==> config.mk <==
export PLATFORM = sky130hd
export DESIGN_NAME = lb_conv_row_flat
export DESIGN_NICKNAME = d
export VERILOG_FILES = /design/src/rtl/lb_conv_row_pkg.sv /design/src/rtl/lb_conv_row_if.sv /design/src/rtl/lb_conv_row_dot_u8s8.sv /design/src/rtl/lb_conv_row.sv /design/src/flat_wrapper.sv
export SDC_FILE = /design/constraint.sdc
export NUM_CORES = 1
export LEC_CHECK = 0
export ABC_AREA = 1
export CORE_MARGIN = 1
export CORE_UTILIZATION = 40
export DETAILED_ROUTE_END_ITERATION = 7
export PLACE_DENSITY = 0.54
export SLEW_MARGIN = 40
export SYNTH_ARGS = -nofsm -noshare
export SYNTH_HDL_FRONTEND = slang
export SYNTH_SLANG_ARGS = --single-unit
==> constraint.sdc <==
create_clock -name clk -period 7.9 [get_ports clk]
set_input_delay 0.79 -clock clk [delete_from_list [all_inputs] [get_ports clk]]
set_output_delay 0.79 -clock clk [all_outputs]
set_load 0.01 [all_outputs]
==> src/rtl/lb_conv_row_pkg.sv <==
// Shared constants and FSM encoding for the line-buffer row convolver.
`ifndef filterSize
`define filterSize 5
`endif
`ifndef sizeLB
`define sizeLB 28
`endif

package lb_conv_row_pkg;
  localparam int FS_D    = `filterSize;
  localparam int LB_D    = `sizeLB;
  localparam int ACC_W_D = 24;
  localparam int PIX_W   = 8;
  localparam int WGT_W   = 8;
  localparam int PROD_W  = PIX_W + WGT_W + 1;
  localparam int ADDR_W  = 7;

  typedef enum logic [2:0] {
    S_IDLE, S_REQ, S_WAIT, S_MAC, S_OUT, S_DONE
  } state_e;
endpackage

==> src/rtl/lb_conv_row_if.sv <==
// LB read port plus result stream; master is the convolver side.
interface lb_conv_row_if #(
  parameter int FILTER_SIZE = lb_conv_row_pkg::FS_D,
  parameter int ACC_W       = lb_conv_row_pkg::ACC_W_D
);
  logic                                lb_rd_en;
  logic [lb_conv_row_pkg::ADDR_W-1:0]  lb_rd_addr;
  logic [FILTER_SIZE*8-1:0]            lb_rd_data;
  logic                                lb_data_valid;
  logic signed [ACC_W-1:0]             out_data;
  logic                                out_valid;
  logic                                out_ready;

  modport master (
    output lb_rd_en, lb_rd_addr, out_data, out_valid,
    input  lb_rd_data, lb_data_valid, out_ready
  );
  modport slave (
    input  lb_rd_en, lb_rd_addr, out_data, out_valid,
    output lb_rd_data, lb_data_valid, out_ready
  );
endinterface

==> src/rtl/lb_conv_row_dot_u8s8.sv <==
// Combinational unsigned-pixel x signed-weight dot product plus bias.
module dot_u8s8 import lb_conv_row_pkg::*; #(
  parameter int TAPS  = FS_D,
  parameter int ACC_W = ACC_W_D
) (
  input  logic [TAPS-1:0][PIX_W-1:0] pix_i,
  input  logic [TAPS-1:0][WGT_W-1:0] wgt_i,
  input  logic signed [ACC_W-1:0]    bias_i,
  output logic signed [ACC_W-1:0]    acc_o
);
  logic signed [PROD_W-1:0] prod [TAPS];

  // zero-extend pixel so the multiply stays signed
  for (genvar r = 0; r < TAPS; r++) begin : g_tap
    assign prod[r] = $signed({1'b0, pix_i[r]}) * $signed(wgt_i[r]);
  end

  always_comb begin
    acc_o = bias_i;
    for (int r = 0; r < TAPS; r++) acc_o = acc_o + ACC_W'(prod[r]);
  end
endmodule

==> src/rtl/lb_conv_row.sv <==
// Walks a FILTER_SIZE-tap window across a full LB row, one read + MAC per position.
module lb_conv_row import lb_conv_row_pkg::*; #(
  parameter int FILTER_SIZE = FS_D,
  parameter int LB_SIZE     = LB_D,
  parameter int STRIDE      = 1,
  parameter int ACC_W       = ACC_W_D,
  parameter bit RELU        = 1'b0
) (
  input  logic                     clk,
  input  logic                     rst,
  input  logic                     start_en,
  input  logic [FILTER_SIZE*8-1:0] weights,
  input  logic signed [ACC_W-1:0]  bias,
  input  logic                     lb_full,
  output logic                     busy,
  output logic                     done,
  lb_conv_row_if.master            bus
);
  localparam int LAST_ADDR = LB_SIZE - FILTER_SIZE;

  state_e                            state_q, state_d;
  logic [ADDR_W-1:0]                 addr_q, addr_d;
  logic [FILTER_SIZE-1:0][WGT_W-1:0] wgt_q, wgt_d;
  logic [FILTER_SIZE-1:0][PIX_W-1:0] pix_q, pix_d;
  logic signed [ACC_W-1:0]           bias_q, bias_d, out_q, out_d, acc;

  dot_u8s8 #(.TAPS(FILTER_SIZE), .ACC_W(ACC_W)) u_dot (
    .pix_i  (pix_q),
    .wgt_i  (wgt_q),
    .bias_i (bias_q),
    .acc_o  (acc)
  );

  always_ff @(posedge clk or negedge rst) begin
    if (!rst) begin
      state_q <= S_IDLE;
      addr_q  <= '0;
      wgt_q   <= '0;
      bias_q  <= '0;
      pix_q   <= '0;
      out_q   <= '0;
    end else begin
      state_q <= state_d;
      addr_q  <= addr_d;
      wgt_q   <= wgt_d;
      bias_q  <= bias_d;
      pix_q   <= pix_d;
      out_q   <= out_d;
    end
  end

  always_comb begin
    state_d = state_q;
    addr_d  = addr_q;
    wgt_d   = wgt_q;
    bias_d  = bias_q;
    pix_d   = pix_q;
    out_d   = out_q;
    unique case (state_q)
      S_IDLE: if (start_en && lb_full) begin
        wgt_d   = weights;
        bias_d  = bias;
        addr_d  = '0;
        state_d = S_REQ;
      end
      S_REQ:  state_d = S_WAIT;
      // data_valid only matters here; elsewhere it is the LB write-complete pulse
      S_WAIT: if (bus.lb_data_valid) begin
        pix_d   = bus.lb_rd_data;
        state_d = S_MAC;
      end
      S_MAC: begin
        out_d   = (RELU && acc < 0) ? '0 : acc;
        state_d = S_OUT;
      end
      S_OUT: if (bus.out_ready) begin
        if (int'(addr_q) + STRIDE <= LAST_ADDR) begin
          addr_d  = addr_q + ADDR_W'(STRIDE);
          state_d = S_REQ;
        end else begin
          state_d = S_DONE;
        end
      end
      S_DONE:  state_d = S_IDLE;
      default: state_d = S_IDLE;
    endcase
  end

  assign bus.lb_rd_en   = (state_q == S_REQ);
  assign bus.lb_rd_addr = addr_q;
  assign bus.out_data   = out_q;
  assign bus.out_valid  = (state_q == S_OUT);
  assign busy           = (state_q != S_IDLE);
  assign done           = (state_q == S_DONE);
endmodule

==> src/flat_wrapper.sv <==
// flat-port wrapper written by rule: the top's interface ports become plain ports
module lb_conv_row_flat import lb_conv_row_pkg::*;
#(
  parameter int FILTER_SIZE = FS_D,
  parameter int LB_SIZE     = LB_D,
  parameter int STRIDE      = 1,
  parameter int ACC_W       = ACC_W_D,
  parameter bit RELU        = 1'b0
)
  (clk, rst, start_en, weights, bias, lb_full, busy, done, bus_lb_rd_en, bus_lb_rd_addr, bus_out_data, bus_out_valid, bus_lb_rd_data, bus_lb_data_valid, bus_out_ready);
  lb_conv_row_if #(.FILTER_SIZE(FILTER_SIZE), .ACC_W(ACC_W)) bus_i ();
  input  logic clk;
  input  logic rst;
  input  logic start_en;
  input  logic [FILTER_SIZE*8-1:0] weights;
  input  logic signed [ACC_W-1:0] bias;
  input  logic lb_full;
  output logic busy;
  output logic done;
  output wire logic [$bits(bus_i.lb_rd_en)-1:0] bus_lb_rd_en;
  output wire logic [$bits(bus_i.lb_rd_addr)-1:0] bus_lb_rd_addr;
  output wire logic [$bits(bus_i.out_data)-1:0] bus_out_data;
  output wire logic [$bits(bus_i.out_valid)-1:0] bus_out_valid;
  input wire logic [$bits(bus_i.lb_rd_data)-1:0] bus_lb_rd_data;
  input wire logic [$bits(bus_i.lb_data_valid)-1:0] bus_lb_data_valid;
  input wire logic [$bits(bus_i.out_ready)-1:0] bus_out_ready;
  assign bus_lb_rd_en = bus_i.lb_rd_en;
  assign bus_lb_rd_addr = bus_i.lb_rd_addr;
  assign bus_out_data = bus_i.out_data;
  assign bus_out_valid = bus_i.out_valid;
  assign bus_i.lb_rd_data = bus_lb_rd_data;
  assign bus_i.lb_data_valid = bus_lb_data_valid;
  assign bus_i.out_ready = bus_out_ready;
  lb_conv_row #(.FILTER_SIZE(FILTER_SIZE), .LB_SIZE(LB_SIZE), .STRIDE(STRIDE), .ACC_W(ACC_W), .RELU(RELU)) u_core (.clk(clk), .rst(rst), .start_en(start_en), .weights(weights), .bias(bias), .lb_full(lb_full), .busy(busy), .done(done), .bus(bus_i));
endmodule
Word-level counts from Yosys, hierarchy flattened
Index checks and enable logic that the tools add are counted.
- word-level logic and storage cells: 53
- register bits after elaboration: 138
- $add $sub $neg: 7
- reduce and logical (&&, ||, !) cells: 8
- equal/unequal tests: 9
- multiplexer cells: 9
- $mul: 5
- order comparisons: 1
- operator list (kind ; count):
    24-bit by 17-bit adder with 24-bit output ; 5
    9-bit by 8-bit multiplier with 17-bit output ; 5
    32-bit by 6-bit less-or-equal comparator with 1-bit output (second input constant) ; 1
    7-bit two-way mux ; 3
    3-bit case mux with 5 select lines ; 1
    7-bit case mux with 2 select lines ; 1
    3-bit two-way mux ; 4
    7-bit by 1-bit adder with 8-bit output (second input constant) ; 1
    7-bit by 1-bit adder with 7-bit output (second input constant) ; 1
    3-bit by 2-bit == test with 1-bit output (second input constant) ; 2
    3-bit == test (second input constant) ; 2
    2-bit by 1-bit inequality test with 1-bit output (second input constant) ; 3
    2-bit AND reduction ; 2
    4-bit AND reduction ; 1
    3-bit by 1-bit == test with 1-bit output (second input constant) ; 1
    3-bit zero test ; 1
    3-bit AND reduction ; 1
    3-bit nonzero test ; 1
    2-bit inequality test (second input constant) ; 1
    2-bit nonzero test ; 1
    1-bit logical AND ; 1

Longest topological paths before layout
- depth in word-level cells: 6
- depth in mapped cells: 32

Modules after synthesis
A second synthesis with hierarchy kept.
- cells, all modules: 2244
- area, all modules: 19685.1 um^2
- modules (own cells, without submodules) (module ; instances ; cells each ; sequential area each (um^2) ; area each (um^2)):
    dot_u8s8 ; 1 ; 1828 ; 0.0 ; 14139.8
    lb_conv_row ; 1 ; 416 ; 3453.3 ; 5545.3

Worst setup path before layout
Ideal clock, no wire load.
- path type: flip-flop to flip-flop
- start point: register u_core.wgt_q[31] (netlist bit)
- end point: register u_core.out_q[10] (netlist: u_core.bus.out_data[10])
- stages on the path, launching flop included: 25
- path slack: 1.106 ns
- clock period less this slack: 6.794 ns
- path buffers: 0
- arrival time: 6.677 ns
- library setup time: 0.117 ns
- cells stage by stage: dfrtp_1 > clkinv_1 > or2_2 > fa_1 > inv_1 > fa_1 > fa_1 > inv_1 > fa_1 > fa_1 > inv_1 > fa_1 > fa_1 > fa_1 > inv_1 > fa_1 > inv_1 > ha_1 > nand2_1 > inv_1 > nand2_1 > nand3_1 > or2_2 > nand3_1 > nand2_1
- longest elaborated chain between the ends: 3
- ends and longest elaborated chain (item ; line ; source):
    from (decl) ; lb_conv_row.sv:23 ; logic [FILTER_SIZE-1:0][WGT_W-1:0] wgt_q, wgt_d;
    from (signal assigned) ; lb_conv_row.sv:45 ; wgt_q <= wgt_d;
    9-bit by 8-bit multiplier with 17-bit output ; lb_conv_row_dot_u8s8.sv:15 ; assign prod[r] = $signed({1'b0, pix_i[r]}) * $signed(wgt_i[r]);
    24-bit by 17-bit adder with 24-bit output (2 in a row) ; lb_conv_row_dot_u8s8.sv:20 ; for (int r = 0; r < TAPS; r++) acc_o = acc_o + ACC_W'(prod[r]);
    to (signal assigned) ; lb_conv_row.sv:48 ; out_q <= out_d;
    to (decl) ; lb_conv_row.sv:25 ; logic signed [ACC_W-1:0] bias_q, bias_d, out_q, out_d, acc;
No other way between the ends.
A chain may end at the register's enable or synchronous reset.

Final worst setup path
- start point: register u_core.wgt_q[31] (netlist bit)
- end point: register u_core.out_q[20] (netlist: u_core.bus.out_data[20])
Same word-level chain as after synthesis.

==> results.py <==
metrics = {
    "clocking": {
        "cts-root-buf": "clkbuf_16",
        "postCtsHoldBufs": 0,
        "clock_latency_ns": 0.50,
        "post-cts-setup-buffers": 0,
        "htree_levels": 4,
        "cts_inserted_buffers": 17,
        "ctsResizeCount": 0,
        "tritoncts": "built",
        "numClockSinks": 138,
        "clkSlewWorstSetupHoldPaths_ns": 0.07,
        "cts_buffer_depth": 2,
    },
    "die": {
        "start_util": 0.405,
        "dieWidth_microns": 224,
        "die_y_microns": 224,
        "pin_count": 145,
        "coreArea_sq_um": 48800,
        "die_area_sq_um": 50400,
        "rows": 81,
    },
    "synth": {
        "yosysUniqueCellTypes": 37,
        "syn_nets": 2867,
        "ys_warn_count": 0,
        "async_flop_share": 1.00,
        "synth.top_cells.by_count": "inv_1 (680), nand2_1 (485), fa_1 (325), ha_1 (202), dfrtp_1 (138)",
        "synth_edf_count": 0,
        "syn_inst": 2230,
        "synth-seq-cells": 138,
        "yosysSeqAreaShare": 0.175,
        "ys.flop_type": "dfrtp_1",
        "avgSynthCellArea_sq_um": 8.87,
        "synth_area_sq_um": 19800,
        "synth_top_area_share": 0.329,
        "yosysMostFrequentCell": "inv_1",
        "synthTopCellsByArea": "fa_1 (33%), dfrtp_1 (17%), inv_1 (13%), ha_1 (13%), nand2_1 (9.2%)",
        "yosys.area.top_type": "fa_1",
    },
    "setup_path": {
        "rr_worst_depth": 26,
        "endpoint": "u_core.bus.out_data[20]$_DFFE_PN0N_",
        "r2r_start": "u_core.wgt_q[31]$_DFFE_PN0P_",
        "criticalPathCategory": "register to register",
        "crit_path_end_kind": "register",
        "crit_start": "u_core.wgt_q[31]$_DFFE_PN0P_",
        "cp.required_ns": 8.28,
        "cp-start-kind": "register",
        "r2r_setup_slack_ns": 0.60,
        "critPathMaxFanout": 6,
        "r2r-end": "u_core.bus.out_data[20]$_DFFE_PN0N_",
        "cp.arrival_ns": 7.68,
    },
    "global_routing": {
        "use_met1": 0.293,
        "grt_pass1_vias": 14343,
        "grt_max_degree": 79,
        "grtUsageMet2": 0.349,
        "grt.total_usage": 0.213,
        "antenna_found_initial": 0,
        "grt_pass1_wl_microns": 80300,
        "grt_busiest_layer": "met2",
        "grt-ovfl-total": 0,
        "grtUsageMet3": 0.0320,
    },
    "sta": {
        "rsz0062_at_grt": "false",
        "slew_viol_final": 0,
        "hold_viol_final": 0,
        "fin_crit_ns": 7.30,
        "tightest_slew_ns": 0.808,
        "slew_headroom": 0.461,
        "setup_viol": 0,
        "period_share": 0.924,
        "tns_ns": 0,
        "worst_slack_ns": 0.601,
        "fin_worst_skew_ns": 0.0200,
        "fmax_ghz": 0.137,
    },
    "drt": {
        "ant_nets": 0,
        "first_pass_iters": 5,
        "drt_iter0_markers": 640,
        "vias_per_cell": 4.51,
        "drc": 0,
        "routed_wirelength_microns": 50000,
        "vias": 13504,
        "wire_per_inst_microns": 16.7,
    },
    "cells_and_area": {
        "drive_gt1_frac": 0.0752,
        "antennaDiodeCount": 0,
        "synthToLayoutAreaGrowth_pct": 12.8,
        "nets": 2952,
        "fin_cells": 2992,
    },
    "place": {
        "port_buffers": 144,
        "gp_congestion": 0.882,
        "placedCellCount": 2960,
        "hpwl_microns": 42800,
        "dp_worst_setup_slack_ns": 0.607,
    },
    "run_status": {
        "status": "completed",
    },
    "run": {
        "cap_violations": 0,
    },
    "hold_path": {
        "hold_class": "input pin to async pin",
    },
}
[layout make-up]
cell class                 instances  area [sq um]
multi-input combinational       1311         13300
timing repair buffer             157          1560
fill                            4854         26500
tap                              664           831
clock buffer                      17           425
sequential                       138          3450
clock inverter                    15           131
inverter                         690          2590
[sequential cells by signal (all words and copies together), names as in the netlist]
name,cells
u_core.wgt_q,40
u_core.bus.out_data,24
u_core.pix_q,40
u_core.bus.lb_rd_addr,7
u_core.bias_q,24
u_core.state_q,3
[critical path, stage by stage, from the launching register on]
cell,delay (ns)
dfrtp_1,0.43
clkinv_1,0.22
or2_2,0.34
fa_1,0.54
inv_1,0.06
fa_1,0.47
fa_1,0.51
inv_1,0.05
fa_1,0.49
fa_1,0.55
inv_1,0.07
fa_1,0.47
fa_1,0.52
fa_1,0.57
inv_1,0.07
fa_1,0.53
inv_1,0.06
ha_1,0.35
nand2_1,0.09
nor2_1,0.22
inv_1,0.07
nor2_1,0.11
nand3_1,0.09
nand3_1,0.10
nand2_1,0.06
nand3_1,0.08
nand2_1,0.06
[worst min path at each step]
stage	to	slack [ns]	cells after the start
CTS	u_core.bus.out_data[6]$_DFFE_PN0N_	0.34	1
global placement	u_core.bus.out_data[9]$_DFFE_PN0N_	0.47	2
detailed placement	u_core.bus.out_data[9]$_DFFE_PN0N_	0.47	2
global route	u_core.bus.out_data[6]$_DFFE_PN0N_	0.35	1
finish	u_core.bus.out_data[6]$_DFFE_PN0N_	0.33	1
floorplan	u_core.bias_q[0]$_DFFE_PN0P_	0.49	0
[stage by stage]
step	utilization	cell area, sq um	hold WS (ns)
6_report	0.457	22300	0.326
5_1_grt	0.457	22300	0.352
4_1_cts	0.457	22300	0.341
3_5_place_dp	0.445	21700	0.471
3_3_place_gp	0.445	21700	0.467
2_1_floorplan	-	19800	0.486
[per-layer routing]
| metal | wire length [microns] | vias to the layer above |
|---|---|---|
| met5 | 0 | - |
| met4 | 957 | 0 |
| met3 | 1700 | 44 |
| met2 | 24200 | 221 |
| met1 | 23200 | 6720 |
| li1 | - | 6519 |
[logic make-up (layout without fill, tap and decap cells)]
group                      Yosys count  count (layout)  synth area share
DFF                                138             138             0.175
and+or+nand+nor                    641             641             0.131
muxes                               95              95            0.0696
buffers and inverters              781             879             0.152
adders and majority gates          527             527             0.457
xor gates and xnor gates            11              11           0.00487
AOI/OAI and AO/OA                   37              37            0.0106
[cells in the final DEF (no fill, tap or decap), drive strengths merged, types with 3 or more instances in the layout]
cell / n
a21oi: 21
buf: 13
clkbuf: 18
clkdlybuf4s50: 143
clkinv: 6
clkinvlp: 6
dfrtp: 138
fa: 325
ha: 202
inv: 693
mux2: 95
nand2: 489
nand3: 46
nand3b: 7
nand4: 3
nor2: 79
o21ai: 10
o21bai: 3
or2: 15
xnor2: 7
xor2: 4
Power is left out: the tool's default activity adds up to more than one toggle a clock period on the data nets, which glitch-free logic cannot reach.
